**src/rtl/mem_access_unit.sv**
```systemverilog
// mem_access_unit: load/store engine sitting between the core's memory stage
// and a word-wide, byte-addressable RAM. Handles byte/half/word accesses with
// sign or zero extension, and builds sub-word stores as read-modify-write
// because the RAM can only write whole words. Every RAM-facing output comes
// straight from a flop so the write strobe and address never glitch.
module mem_access_unit #(
  parameter int unsigned MEM_SZ = 32'h0200_0000
) (
  input  logic        clk,
  input  logic        rst_n,
  input  logic        req,
  output logic        ready,
  input  logic        we,
  input  logic [1:0]  size,
  input  logic        unsgn,
  input  logic [31:0] addr,
  input  logic [31:0] wdata,
  output logic        done,
  output logic        err,
  output logic [31:0] rdata,
  output logic [31:0] mem_address,
  output logic [31:0] mem_data_in,
  output logic        mem_read,
  output logic        mem_write,
  input  logic [31:0] mem_data_out
);

  localparam logic [1:0] SZ_BYTE = 2'b00;
  localparam logic [1:0] SZ_HALF = 2'b01;
  localparam logic [1:0] SZ_WORD = 2'b10;

  typedef enum logic [1:0] {
    IDLE = 2'b00,
    RD   = 2'b01,
    WR   = 2'b10,
    DONE = 2'b11
  } state_t;

  state_t state;
  state_t next_state;

  // Request fields captured at accept; only the low half of the store data is
  // kept because word stores hand wdata to the RAM directly at accept time.
  logic        op_we;
  logic [1:0]  op_size;
  logic        op_unsgn;
  logic [1:0]  op_lane;
  logic [15:0] op_wdata;

  logic        accept;
  logic        req_err;
  logic [31:0] load_value;
  logic [31:0] merged_word;

  // Pick the addressed byte or half out of a RAM word and extend it to 32 bits.
  function automatic logic [31:0] extract_load(
    input logic [31:0] word,
    input logic [1:0]  sz,
    input logic [1:0]  lane,
    input logic        zext
  );
    logic [7:0]  b;
    logic [15:0] h;
    logic [31:0] r;
    case (lane)
      2'd0:    b = word[7:0];
      2'd1:    b = word[15:8];
      2'd2:    b = word[23:16];
      default: b = word[31:24];
    endcase
    h = lane[1] ? word[31:16] : word[15:0];
    case (sz)
      SZ_BYTE: r = zext ? {24'h000000, b} : {{24{b[7]}}, b};
      SZ_HALF: r = zext ? {16'h0000, h} : {{16{h[15]}}, h};
      default: r = word;
    endcase
    return r;
  endfunction

  // Overlay the store byte or half onto the word read back from the RAM.
  function automatic logic [31:0] merge_store(
    input logic [31:0] word,
    input logic [15:0] data,
    input logic [1:0]  sz,
    input logic [1:0]  lane
  );
    logic [31:0] r;
    r = word;
    if (sz == SZ_BYTE) begin
      case (lane)
        2'd0:    r[7:0]   = data[7:0];
        2'd1:    r[15:8]  = data[7:0];
        2'd2:    r[23:16] = data[7:0];
        default: r[31:24] = data[7:0];
      endcase
    end else begin
      if (lane[1]) begin
        r[31:16] = data;
      end else begin
        r[15:0] = data;
      end
    end
    return r;
  endfunction

  assign ready  = (state == IDLE);
  assign accept = req && (state == IDLE);

  // Reject illegal sizes, misaligned halves/words and addresses past the RAM.
  always_comb begin
    req_err = 1'b0;
    if (size == 2'b11) begin
      req_err = 1'b1;
    end
    if ((size == SZ_HALF) && addr[0]) begin
      req_err = 1'b1;
    end
    if ((size == SZ_WORD) && (addr[1:0] != 2'b00)) begin
      req_err = 1'b1;
    end
    if (addr >= MEM_SZ) begin
      req_err = 1'b1;
    end
  end

  // Read-side datapath: lane extraction for loads, merge for sub-word stores.
  always_comb begin
    load_value  = extract_load(mem_data_out, op_size, op_lane, op_unsgn);
    merged_word = merge_store(mem_data_out, op_wdata, op_size, op_lane);
  end

  // State register; reset abandons whatever access is in flight.
  always_ff @(posedge clk or negedge rst_n) begin
    if (!rst_n) begin
      state <= IDLE;
    end else begin
      state <= next_state;
    end
  end

  // Next-state decode: errors skip the RAM, word stores skip the read.
  always_comb begin
    next_state = state;
    case (state)
      IDLE: begin
        if (accept) begin
          if (req_err) begin
            next_state = DONE;
          end else if (we && (size == SZ_WORD)) begin
            next_state = WR;
          end else begin
            next_state = RD;
          end
        end
      end
      RD: begin
        next_state = op_we ? WR : DONE;
      end
      WR: begin
        next_state = DONE;
      end
      DONE: begin
        next_state = IDLE;
      end
      default: begin
        next_state = IDLE;
      end
    endcase
  end

  // Capture the request fields on accept so the core may change its inputs.
  always_ff @(posedge clk or negedge rst_n) begin
    if (!rst_n) begin
      op_we    <= 1'b0;
      op_size  <= SZ_BYTE;
      op_unsgn <= 1'b0;
      op_lane  <= 2'b00;
      op_wdata <= 16'h0000;
    end else if (accept) begin
      op_we    <= we;
      op_size  <= size;
      op_unsgn <= unsgn;
      op_lane  <= addr[1:0];
      op_wdata <= wdata[15:0];
    end
  end

  // Registered strobes follow the state being entered, so they are exact.
  always_ff @(posedge clk or negedge rst_n) begin
    if (!rst_n) begin
      mem_read  <= 1'b0;
      mem_write <= 1'b0;
      done      <= 1'b0;
      err       <= 1'b0;
    end else begin
      mem_read  <= (next_state == RD);
      mem_write <= (next_state == WR);
      done      <= (next_state == DONE);
      err       <= accept && req_err;
    end
  end

  // RAM address is loaded once per access, only when the RAM will be used.
  always_ff @(posedge clk or negedge rst_n) begin
    if (!rst_n) begin
      mem_address <= 32'h0000_0000;
    end else if (accept && !req_err) begin
      mem_address <= {addr[31:2], 2'b00};
    end
  end

  // Write data: raw store data for word stores, merged word for sub-word ones.
  always_ff @(posedge clk or negedge rst_n) begin
    if (!rst_n) begin
      mem_data_in <= 32'h0000_0000;
    end else if (accept && !req_err && we && (size == SZ_WORD)) begin
      mem_data_in <= wdata;
    end else if ((state == RD) && op_we) begin
      mem_data_in <= merged_word;
    end
  end

  // Load result is updated only by successful loads and held otherwise.
  always_ff @(posedge clk or negedge rst_n) begin
    if (!rst_n) begin
      rdata <= 32'h0000_0000;
    end else if ((state == RD) && !op_we) begin
      rdata <= load_value;
    end
  end

endmodule
```
**config.mk**
```make
export PLATFORM = sky130hd
export DESIGN_NAME = mem_access_unit
export DESIGN_NICKNAME = d
export VERILOG_FILES = /design/src/rtl/mem_access_unit.sv
export SDC_FILE = /design/constraint.sdc
export NUM_CORES = 1
export LEC_CHECK = 0
export ABC_AREA = 1
export CAP_MARGIN = 30
export CORE_MARGIN = 1.5
export CORE_UTILIZATION = 50
export DETAILED_ROUTE_END_ITERATION = 6
export GPL_TIMING_DRIVEN = 0
export HOLD_SLACK_MARGIN = 0.05
export PLACE_DENSITY = 0.9
export SYNTH_ARGS = -nofsm -noshare
export SYNTH_HDL_FRONTEND = slang
export SYNTH_SLANG_ARGS = --single-unit
```
**constraint.sdc**
```tcl
create_clock -name clk -period 2.9 [get_ports clk]
set_input_delay 0.58 -clock clk [delete_from_list [all_inputs] [get_ports clk]]
set_output_delay 0.58 -clock clk [all_outputs]
set_load 0.03 [all_outputs]
```
# Word level (Yosys, flattened, before mapping)
# Cells that the tools add are included.
[op_classes]
n_lt_le_gt_ge = 1
eq_ne = 12
muxes = 23
n_reduce_logical = 18
[op_table]
columns = ["cell", "count"]
rows = [
  ["$mux 32", 5],
  ["$pmux 32 s2", 1],
  ["$mux 16", 3],
  ["$ge 32x26->1 const B", 1],
  ["$mux 8", 4],
  ["$pmux 8 s3", 1],
  ["$eq 2x2->1 const B", 7],
  ["$eq 2x1->1 const B", 5],
  ["$logic_and 1x1->1", 10],
  ["$pmux 2 s4", 1],
  ["$logic_not 2->1", 3],
  ["$mux 2", 3],
  ["$mux 1", 5],
  ["$reduce_bool 2->1", 2],
  ["$reduce_or 3->1", 1],
  ["$logic_not 1->1", 2],
]
[word_totals]
reg_bits = 122
out_inout_bits = 101

# Longest topological paths before layout
# Gate-level depths: netlist (run 1).
[depth]
ltp_word = 10
mapped_depth = 10
ltp_nobuf = 9

# Worst setup path after synthesis (run 1)
# OpenSTA, ideal clock, no wires.
[synth_path]
kind = "register -> register"
start = "register state[0]"
end = "register mem_data_in[10]"
arrival_time_ns = 1.779
path_slack_ns = 1.000
stages_incl_launch_ff = 9
path_buffers = 1
synth_period_minus_slack_ns = 1.900
cell_sequence = "dfrtp_1 inv_1 ha_1 nand2_1 inv_1 nand4_2 clkbuf_1 o21ai_0 nand2_1"
[synth_between]
elab_chain_cells = 6
word_cells_on_any_way = 9
cone_classes = "eq/ne: 1; mux: 1; reduce/logical: 7"
[synth_lines]
columns = ["element", "line", "source"]
rows = [
  ["start: declaration", "39", "state_t state;"],
  ["start signal: assignment", "137", "state <= next_state;"],
  ["$logic_not 2->1 *", "n/a", ""],
  ["named net ready", "12", "output logic ready,"],
  ["$logic_and 1x1->1 *", "107", "assign accept = req && (state == IDLE);"],
  ["$logic_and 1x1->1 * (3 in series)", "216", "end else if (accept && !req_err && we && (size == SZ_WORD)) begin"],
  ["$mux 32 / $reduce_bool 2->1 (equally long branches)", "n/a", ""],
  ["end signal: assignment", "217", "mem_data_in <= wdata;"],
  ["end signal: assignment", "219", "mem_data_in <= merged_word;"],
  ["end: declaration", "22", "output logic [31:0] mem_data_in,"],
]
# Mark *: on every way through the listed nets, which the timed path passes. The rest lies on a longest branch.
# A chain may end at the register's enable or synchronous reset.

# Final worst setup path (run 1)
[layout_path]
start = "register state[0]"
end = "output ready"
[layout_between]
elab_chain_cells = 1
[layout_lines]
columns = ["element", "line", "source"]
rows = [
  ["$logic_not 2->1", "106", "assign ready = (state == IDLE);"],
  ["end: declaration", "12", ""],
]
# Every way passes these cells.

==> results of run 1 <==
==> cell families (layout without fill, tap and decap cells) <==
logic type / Yosys count / in the layout / synth area share
other: 1 / 2 / 0.000551
flip-flops: 122 / 122 / 0.448
adder cells (fa/ha/maj): 3 / 3 / 0.00551
buffers and inverters: 120 / 354 / 0.0786
AND/OR/NAND/NOR: 587 / 587 / 0.366
AO/OA/AOI/OAI: 114 / 114 / 0.101
==> per-layer routing <==
layer	GRT usage	vias up	wire length, um
li1	-	3483	-
met1	0.414	3432	9200
met2	0.540	411	11300
met3	0.0765	99	2000
met4	0.209	0	1290
met5	0	-	0
==> power by group through the flow <==
stage | clock (uW) | sequential (uW) | combinational (uW)
6_report | 2110 | 2810 | 5680
5_1_grt | 2200 | 2860 | 6160
4_1_cts | 2120 | 2790 | 5640
3_5_place_dp | 0 | 2810 | 5570
3_3_place_gp | 0 | 2800 | 5450
2_1_floorplan | 0 | 3620 | 2730
==> worst max-delay path by stage <==
stage	cells past startpoint	end	slack [ns]	from
after floorplan	8	mem_data_in[10]	1.00	state[0]
after global placement	1	rdata[22]	-3.59	rst_n
after detailed placement	7	mem_data_in[27]	0.44	req
after CTS	3	ready	0.49	state[0]
after global routing	3	ready	0.42	state[0]
final	3	ready	0.49	state[0]
==> cell type report <==
class | instances | area [sq um] | area share
plain buffers | 54 | 285 | 0.0295
clock buffers | 21 | 460 | 0.0477
clock inverters | 11 | 120 | 0.0124
inverters | 66 | 250 | 0.0259
multi-input cells | 706 | 3230 | 0.334
flip-flops and latches | 122 | 3050 | 0.316
well taps | 176 | 220 | 0.0228
repair buffers | 202 | 2040 | 0.211
==> sequential cells by signal, indices dropped and copies added, names as in the netlist, 2 cells and up <==
register / count
rdata: 32
mem_data_in: 32
op_lane: 2
op_size: 2
mem_address: 30
state: 2
op_wdata: 16
==> cells in the mapped netlist (all sizes together) <==
library cell	instances
a21oi	33
a22oi	5
a31oi	8
buf	33
clkbuf	21
clkinv	2
conb	1
dfrtp	122
ha	3
inv	64
nand2	404
nand3	120
nand4	3
nor2	44
o211ai	8
o21ai	54
o221ai	6
or2	16
==> per-stage QoR <==
step / total power [uW] / worst slack, ns
after global placement: 8240 / -3.59
after detailed placement: 8380 / 0.444
after global routing: 11200 / 0.423
after floorplan: 6340 / 1.00
after CTS: 10500 / 0.487
final: 10600 / 0.486
==> worst max-delay path: stages, from the launching register on <==
cell	delay (ns)
dfrtp_1	0.39
inv_1	0.11
ha_1	0.21
clkdlybuf4s50_1	0.69
==> results.txt, run 1 <==
- Required time of the critical path: 2.32 ns
* Maximum Capacitance Violations: 0
- Count of hold buffers inserted by post-cts repair: 0
- After detailed placement, the total cell area comes to 9070 sq um.
* Part of the power in the clock network: 0.199
- In this run the standard cell core region covers 13200 sq um.
- The repair_antennas step left the layout with diodes totalling 0.
- Fraction of final layout cells sized beyond drive strength 1: 0.0956
* Status: finished with violations
- Vert. Die Dim: 120 um
- Of the available clock period, the critical path in the final layout requires 0.832.
- The min-delay analysis places its worst path in the category input port to async pin.
- The share of synthesized area in the top cell type comes to 0.448.
- Synthesis handed over a netlist of 947 instances.
- The via count of the first global-routing pass came to 7275.
* Cell-internal power: 5760 uW
- Final setup skew: 0.00895 ns
- Library cells used by synthesis: 35
- Along the worst path, the maximum fanout reaches 3.
- Filler Cell Count: 1019
- Final routed DRC violation total: 6
* Largest net degree at the start of global routing: 88
- The synthesized design contains 122 register bits.
- WL/cell: 17.5 um
- Cell types occupying the most area after synthesis: dfrtp_1, nand2_1, nand3_1
- At the end of the flow, the number of nets in the layout was 1275.
- The number of hold violations in the final report came to 0.
- Worst-margin pin slew: 0.635 ns
* 1st-pass router iterations: 7
* Final Instance Count excl. Fillers: 1358
- The floorplan step defined a die boundary enclosing 14300 sq um.
- For this run, the number of Yosys warnings is 0.
* Startpoint types: flop
- The number of setup buffers added after CTS is 0.
* Final HPWL from detailed placement: 17300 um
- Sum of routed wire length over all layers: 23800 um
- After floorplanning, the core was divided into 42 placement rows.
- IR analysis of the VDD net gives a maximum drop of 697 uV.
* Wire length of the first global-routing pass: 37300 um
* Number of input and output port buffers inserted: 201
- The share of total power dissipated in sequential elements is 0.265.
- For the worst-skew pair, the clock arrives at the later sink with an insertion delay of 0.43 ns.
* Number of cells on the worst reg-to-reg path: 8
* Capture instance of the worst register-to-register path: mem_data_in[26]
- Headroom to the max-slew limit came out at 0.577.
- Setup violations remaining at the end of the flow were counted as 0.
* Antenna-violating nets left: 0
- STA classifies the critical path endpoint as an output port.
* Failing checks: design-rule violations
- The die is 120 um wide.
- Leakage power summed over all cells: 0.00483 uW
* Vias per cell: 5.47
- Origin of the critical flop-to-flop path: state[0]
* Initial cell density of the core: 0.514
* Max Clock Freq: 0.414 GHz
* Commonest cells after routing, fill and taps aside: nand2_1, clkdlybuf4s50_1, dfrtp_1, nand3_1, inv_1
- Number of antenna violations at the first check in global routing: 0
- Slew Viols, Final: 0
- Deepest level of the CTS H-tree: 4
* Comb power frac: 0.536
* Placer's final routability congestion estimate: 0.984
- Setup total negative slack on the finished layout was measured at 0 ns.
- Mean area per synthesized cell: 7.19 sq um
- RSZ-0062 raised after global routing: false
- Aggregate global-route resource usage: 0.337
- P_sw: 4830 uW
- Dividing total power by cell area gives a power density of 1100 nW/um^2.
- After layout, the minimum clock period comes to 2.41 ns.
* Critical path arrival: 1.83 ns
- The tree is rooted in a clkbuf_16.
* Post-layout instance area: 9660 sq um
- Most common cell after layout, fill and taps aside: nand2_1
- Across all register-to-register paths, the minimum setup slack is 0.75 ns.
* Area leader, netlist: dfrtp_1
- Worst hold slack across all endpoints: 0.0575 ns
* Count of routing violations after the opening detailed-route iteration: 611
* Maximum root-to-sink buffer count: 2
- Detailed routing inserted a total of 7425 vias.
* Number of placed I/O pins: 204
- Switching Share: 0.456
- Syn Std Cell Area: 6810 sq um
- In this run, post-CTS repair resized a total of 0 instances.
- For this run, the register share of the synthesized area comes to 0.448.
- Remaining Overflow, GRT: 0
- TritonCTS sink count: 122
- CTS clk-pin slew, worst paths: 0.06 ns
- Instance count after placement with tap cells included: 1326
- Number of clock buffers inserted by TritonCTS: 17
* Type of the worst setup path: flop to output port
- Area Growth Syn to Fin: 41.8%
- TritonCTS built the clock tree.
- Once layout is complete, the utilization of the core stands at 0.729.
(Power assumes the default switching activity.)
==> inputs of run 2 (changes only) <==
- CORE_UTILIZATION: 50 -> 43
- PLACE_DENSITY: 0.9 -> 0.83
- clock period: 2.9 -> 2.2 ns (I/O delays scaled with it)
==> run 2 against run 1 <==
Net effect:
- the flow now finishes without violations
- via count fell by 1.9%
- design area rose by 1.1%
- highest routed layer unchanged
- worst setup slack got worse by 0.33 ns
- sequential cell count did not move
- hold slack improved by 0.41 ns
- non-clock buffer count rose by 1
- wire length fell by 2.6%
- clock-buffer cell count fell by 4
==> results.txt, run 2 (synthesized netlist as in run 1, its figures left out) <==
* Final-report setup violation count: 0
- Final TNS setup: 0 ns
* Registers with the most flip-flops: mem_data_in (32), rdata (32), mem_address (30)
- Worst-margin pin slew: 0.591 ns
- The share of total power dissipated in the clock network is 0.209.
- Of the total power, combinational logic draws 0.528.
- The library cell used most frequently in the layout, excluding fill and tap cells, is nand2_1.
* Remaining Overflow, GRT: 0
- The HPWL after detailed placement is 17200 um.
- Status: complete, no violations
* Critical path arrival: 2.35 ns
- For the worst-skew pair, the clock arrives at the later sink with an insertion delay of 0.43 ns.
- Number of placed I/O pins: 204
- STA classifies the critical path endpoint as a flop.
* Share of the clock period used by the worst path: 0.927
* Final period demand of the worst path: 2.04 ns
- Layout Nets: 1276
* Vert. Die Dim: 129 um
* Worst min-delay path category: flop to flop
* Max_slew headroom: 0.606
* Antenna diode instance count: 0
* Sequential fraction of design power: 0.263
- Hold is met by 0.465 ns.
- Startpoint types: flop
- Antenna-violating nets left: 0
- Dividing the detail-routed via count by the number of cells gives 5.22.
* Leakage power summed over all cells: 0.00485 uW
- Fraction of final layout cells sized beyond drive strength 1: 0.101
- Entering global routing, the biggest net connects 64 pins.
- Setup repair after global routing left no endpoint under its margin.
* Aggregate global-route resource usage: 0.291
- In the detailed route, the total length drawn on met3 is 1790 um.
- Vias in the first global route: 7111
- After clock tree synthesis, the clock-pin slew on the worst setup and hold paths is 0.06 ns.
- After detailed routing, the average wire length per cell comes to 16.6 um.
- Type of the worst setup path: flop to flop
- 1st-pass router iterations: 7
* Maximum root-to-sink buffer count: 2
* Wire length of the first global-routing pass: 37100 um
- Maximum Capacitance Violations: 0
- Final worst setup slack: 0.161 ns
- Placer's final routability congestion estimate: 0.957
- The die covers 16600 sq um.
- For this configuration, the core starts out at a cell density of 0.445.
- Number of clock buffers inserted by TritonCTS: 17
- Commonest cells after routing, fill and taps aside: nand2_1, clkdlybuf4s50_1, dfrtp_1, nand3_1, inv_1
* Rows: 45
* Deepest level of the CTS H-tree: 4
- The internal portion of the total power is 7670 uW.
- Total vias in the final route: 7283
- Final setup skew: 0.0101 ns
- Switching Share: 0.453
- Post-placement setup slack: -0.127 ns
- Dividing total power by cell area gives a power density of 1440 nW/um^2.
- Slew Viols, Final: 0
- Required time of the critical path: 2.52 ns
* CTS root buffer: clkbuf_16
- Top layer used by detailed routing: met4
- After floorplanning, the core was sized to cover 15300 sq um.
- For this run, the top clock speed supported by timing is 0.490 GHz.
* Worst voltage drop across the vdd grid: 632 uV
- Buffers placed on the I/O ports in this run total 201.
- TritonCTS sink count: 122
- Final number of hold-violating endpoints: 0
- Of all nets on the critical path, the largest fanout is 10.
- WL met1: 9660 um
- Count of routing violations after the opening detailed-route iteration: 580
- From synthesis to final layout, the design area changed by 43.3%.
- After detailed routing, the number of remaining DRC violations is 0.
* Number of antenna violations at the first check in global routing: 0
- TritonCTS built the clock tree.
- Met2 WL post-DR: 10700 um
* P_sw: 6360 uW
- Die Width: 129 um
* Sum of routed wire length over all layers: 23200 um
run 2: final cells by class:
| type | instances | area, sq um |
|---|---|---|
| Timing Repair Buffer | 203 | 2050 |
| Multi-Input combinational cell | 706 | 3240 |
| Buffer | 54 | 288 |
| Fill cell | 1327 | 5550 |
| Sequential cell | 122 | 3050 |
| Clock inverter | 15 | 190 |
| Inverter | 66 | 254 |
| Tap cell | 211 | 264 |
| Clock buffer | 17 | 425 |
run 2: final timing paths:
check                                 from               to  cells after the start  slack, ns
setup / recovery                  state[1]        rdata[26]                     10       0.16
hold / removal             mem_data_in[17]  mem_data_in[17]                      2       0.46
setup reg to reg                  state[1]        rdata[26]                     10       0.16
min in group asynchronous            rst_n         rdata[1]                      2       0.55
hold reg to reg            mem_data_in[17]  mem_data_in[17]                      2       0.46
max in group asynchronous            rst_n  mem_data_in[27]                      3       0.93
run 2: per-stage QoR:
stage	power (uW)	utilization	cells	area, sq um
finish	14000	0.637	1394	9760
global route	15000	0.637	1394	9760
CTS	14000	0.636	1394	9740
detailed placement	11000	0.595	1361	9120
global placement	10900	0.594	1360	9090
floorplan	8360	-	948	6810
run 2: power groups by stage:
stage | Clock (uW) | Sequential (uW) | Combinational (uW)
4_1_cts | 2970 | 3670 | 7350
3_3_place_gp | 0 | 3690 | 7200
2_1_floorplan | 0 | 4770 | 3590
5_1_grt | 3070 | 3790 | 8110
6_report | 2940 | 3690 | 7410
3_5_place_dp | 0 | 3700 | 7320
run 2: what timing repair did:
action | in CTS | in global routing
hold buffers | 1 | 0
buffers inserted | 0 | 0
hold endpoints to repair | 59 | 0
cloned | 0 | 0
resized for setup | 1 | 9
setup endpoints to repair | 1 | 32
run 2: critical path: stages (launching register included):
cell	delay [ns]
dfrtp_1	0.38
inv_1	0.10
ha_1	0.20
inv_1	0.06
nor2_2	0.29
inv_1	0.20
clkbuf_2	0.26
a21oi_1	0.23
nand3_1	0.10
nand2_1	0.06
inv_1	0.04
run 2: per-layer routing:
metal	vias up	GRT usage
met5	-	0
met4	0	0.155
met3	71	0.0740
met2	328	0.448
met1	3402	0.377
li1	3482	-
==> inputs of run 3 (changes only) <==
- MAX_ROUTING_LAYER: default -> met4
==> run 3 against run 2 <==
Net effect:
- via count is 1.5% higher
- die area did not move
- combinational power about the same
- cell count about the same
- hold slack improved by 0.0059 ns
- critical path depth unchanged
- largest power group unchanged
==> results.txt, run 3 (synthesized netlist as in run 1, its figures left out) <==
* Vias in the first global route: 7061
* Peak per-stage delay on the critical path: 0.38 ns
- Final-report setup violation count: 0
* TritonCTS sink count: 122
* Max_slew headroom: 0.613
- Dpl cell area: 9120 sq um
* Area Growth Syn to Fin: 42.7%
* CTS root buffer: clkbuf_16
- Number of input and output port buffers inserted: 201
* Final routed DRC violation total: 0
- Placer's final routability congestion estimate: 0.964
* Required time of the critical path: 2.52 ns
- The number of hold violations in the final report came to 0.
- After global routing, the most crowded layer is met2.
- Aggregate global-route resource usage: 0.299
* Share of the clock period used by the worst path: 0.942
- The critical path ends at rdata[26].
* Worst voltage drop across the vdd grid: 647 uV
* Rows: 45
* Max Clock Freq: 0.483 GHz
* Number of cells on the worst reg-to-reg path: 10
- During I/O placement, the number of pins put on the boundary was 204.
- Walking the worst path, the cells encountered are inv_1, ha_1, inv_1, nor2_4, inv_1, clkbuf_1, a21oi_1, nand3_1, nand2_1, inv_1.
- Part of the power in the clock network: 0.193
* Crit path launch: state[1]
- Maximum Capacitance Violations: 0
- Antenna-violating nets left: 0
- Leaving out fill and tap cells, the most frequent cell in the layout is nand2_1.
- RSZ-0062 raised after global routing: false
- Instance count after placement with tap cells included: 1361
- Maximum root-to-sink buffer count: 2
- Clock-pin slew was measured on the worst setup and hold paths at 0.06 ns.
- The clock tree synthesis step divided the H-tree into 4 levels.
- The largest registers in the layout are mem_data_in (32), rdata (32), mem_address (30).
- The first global-routing pass estimated 36800 um of wire.
- The share of total power dissipated in sequential elements is 0.269.
* Number of antenna violations at the first check in global routing: 0
* Critical Path Sink Type: flop
- For this configuration, the core starts out at a cell density of 0.445.
* Cell with the most instances on the worst path: inv_1
* Final Instance Count excl. Fillers: 1395
- Count of routing violations after the opening detailed-route iteration: 641
* Global Route met2 Usage: 0.455
* Worst path slowest cell: dfrtp_1
- Wires add up to 23300 um.
- The count of final max-slew check failures was 0.
* Vias per cell: 5.30
- The final route contains 7389 vias.
- The worst hold path passes through 2 cells.
- Of the total power, the share spent switching nets is 0.460.
- The sequential cells in the finished layout cover a total of 3050 sq um.
- The worst setup path is of the flop to flop kind.
- The run finished with clean final reports.
* WL/cell: 16.7 um
- For the worst-skew pair, the clock arrives at the later sink with an insertion delay of 0.42 ns.
* Commonest cells after routing, fill and taps aside: nand2_1, clkdlybuf4s50_1, dfrtp_1, nand3_1, inv_1
- 1st-pass router iterations: 5
- Global routing finished with a remaining overflow of 0.
- After layout, the minimum clock period comes to 2.07 ns.
- With fillers left out, the area of the finished cells amounts to 9720 sq um.
* Largest net degree at the start of global routing: 65
- The setup check on the worst reg-to-reg path leaves a slack of 0.13 ns.
- Floorplan core area: 15300 sq um
- Origin of the critical flop-to-flop path: state[1]
- Of the total power, combinational logic draws 0.538.
- In this run, CTS created clock tree buffers numbering 17.
- Overall die area: 16600 sq um
- In the global route stage, met1 resource usage came out at 0.367.
* Area of the multi-input gates: 3240 sq um
- The internal power of the cells totals 7450 uW.
- From bottom edge to top edge, the die measures 129 um.
- Worst-margin pin slew: 0.580 ns
* Worst min-delay path category: flop to flop
- Along the worst path, the maximum fanout reaches 10.
- Once detailed placement completed, the half-perimeter wirelength came to 17500 um.
* Power per standard cell area: 1420 nW/um^2
* Fraction of final layout cells sized beyond drive strength 1: 0.101
- Data on the critical path arrives at its endpoint at 2.39 ns.
- The clock arrives with 0.00533 ns of skew.
- The layout has 1397 filler cells.
* Leakage power summed over all cells: 0.00483 uW
- Layout Nets: 1277
- The worst setup path is launched from a flop.
* Antenna diode instance count: 0
- GR met3 Demand/Resource: 0.0740
- P_sw: 6340 uW
* TritonCTS clock tree: yes
- The worst register-to-register path ends at rdata[26].
- Measured along the x axis, the die boundary spans 129 um.
[run 3: cell type report]
class / instances / share of cell area
Sequential cell: 122 / 0.314
Inverter: 66 / 0.0261
Clock inverter: 14 / 0.0129
Tap cell: 211 / 0.0272
Buffer: 54 / 0.0295
Timing Repair Buffer: 204 / 0.212
Multi-Input combinational cell: 706 / 0.334
Clock buffer: 18 / 0.0452
[run 3: worst max-delay path: cells and delay by family, from the launching register on]
family          cells  cell delay [ns]
compound gates      1             0.27
fa+ha+maj           1             0.21
buf+inv             5             0.66
flops               1             0.38
simple gates        3             0.43
[run 3: stage by stage]
| stage | worst slack (ns) | total power (uW) | hold slack, ns | TNS [ns] | utilization |
|---|---|---|---|---|---|
| after floorplan | 0.300 | 8360 | 0.144 | 0 | - |
| after detailed placement | -0.138 | 11100 | 0.454 | -2.35 | 0.595 |
| after global placement | -4.23 | 10900 | 0.449 | -516.07 | 0.594 |
| after global routing | 0.0124 | 14700 | 0.481 | 0 | 0.635 |
| final | 0.129 | 13800 | 0.471 | 0 | 0.635 |
| after CTS | 0.00794 | 13800 | 0.473 | 0 | 0.633 |
[run 3: worst min path at each step]
stage,startpoint,to
2_1_floorplan,rst_n,done
3_3_place_gp,mem_address[28],mem_address[28]
3_5_place_dp,rst_n,rdata[3]
4_1_cts,mem_address[25],mem_address[25]
5_1_grt,mem_data_in[21],mem_data_in[21]
6_report,mem_data_in[22],mem_data_in[22]
[run 3: routing by layer]
metal | vias up | part of all wire
met5 | - | 0
met4 | 0 | 0.048
met3 | 87 | 0.072
met2 | 336 | 0.47
met1 | 3487 | 0.41
li1 | 3479 | -
[run 3: power by group through the flow]
stage	logic (uW)	registers, uW	clock network, uW
3_3_place_gp	7220	3690	0
6_report	7420	3700	2670
5_1_grt	8110	3790	2810
3_5_place_dp	7340	3710	0
2_1_floorplan	3590	4770	0
4_1_cts	7380	3690	2700
[run 3: timing repair]
| action | 4_1_cts | 5_1_grt |
|---|---|---|
| pin swaps | 0 | 1 |
| hold buffers | 1 | 0 |
| endpoints found under the setup margin | 1 | 33 |
| resized for setup | 1 | 8 |
| buffers inserted | 0 | 1 |
| endpoints found under the hold margin | 58 | 0 |
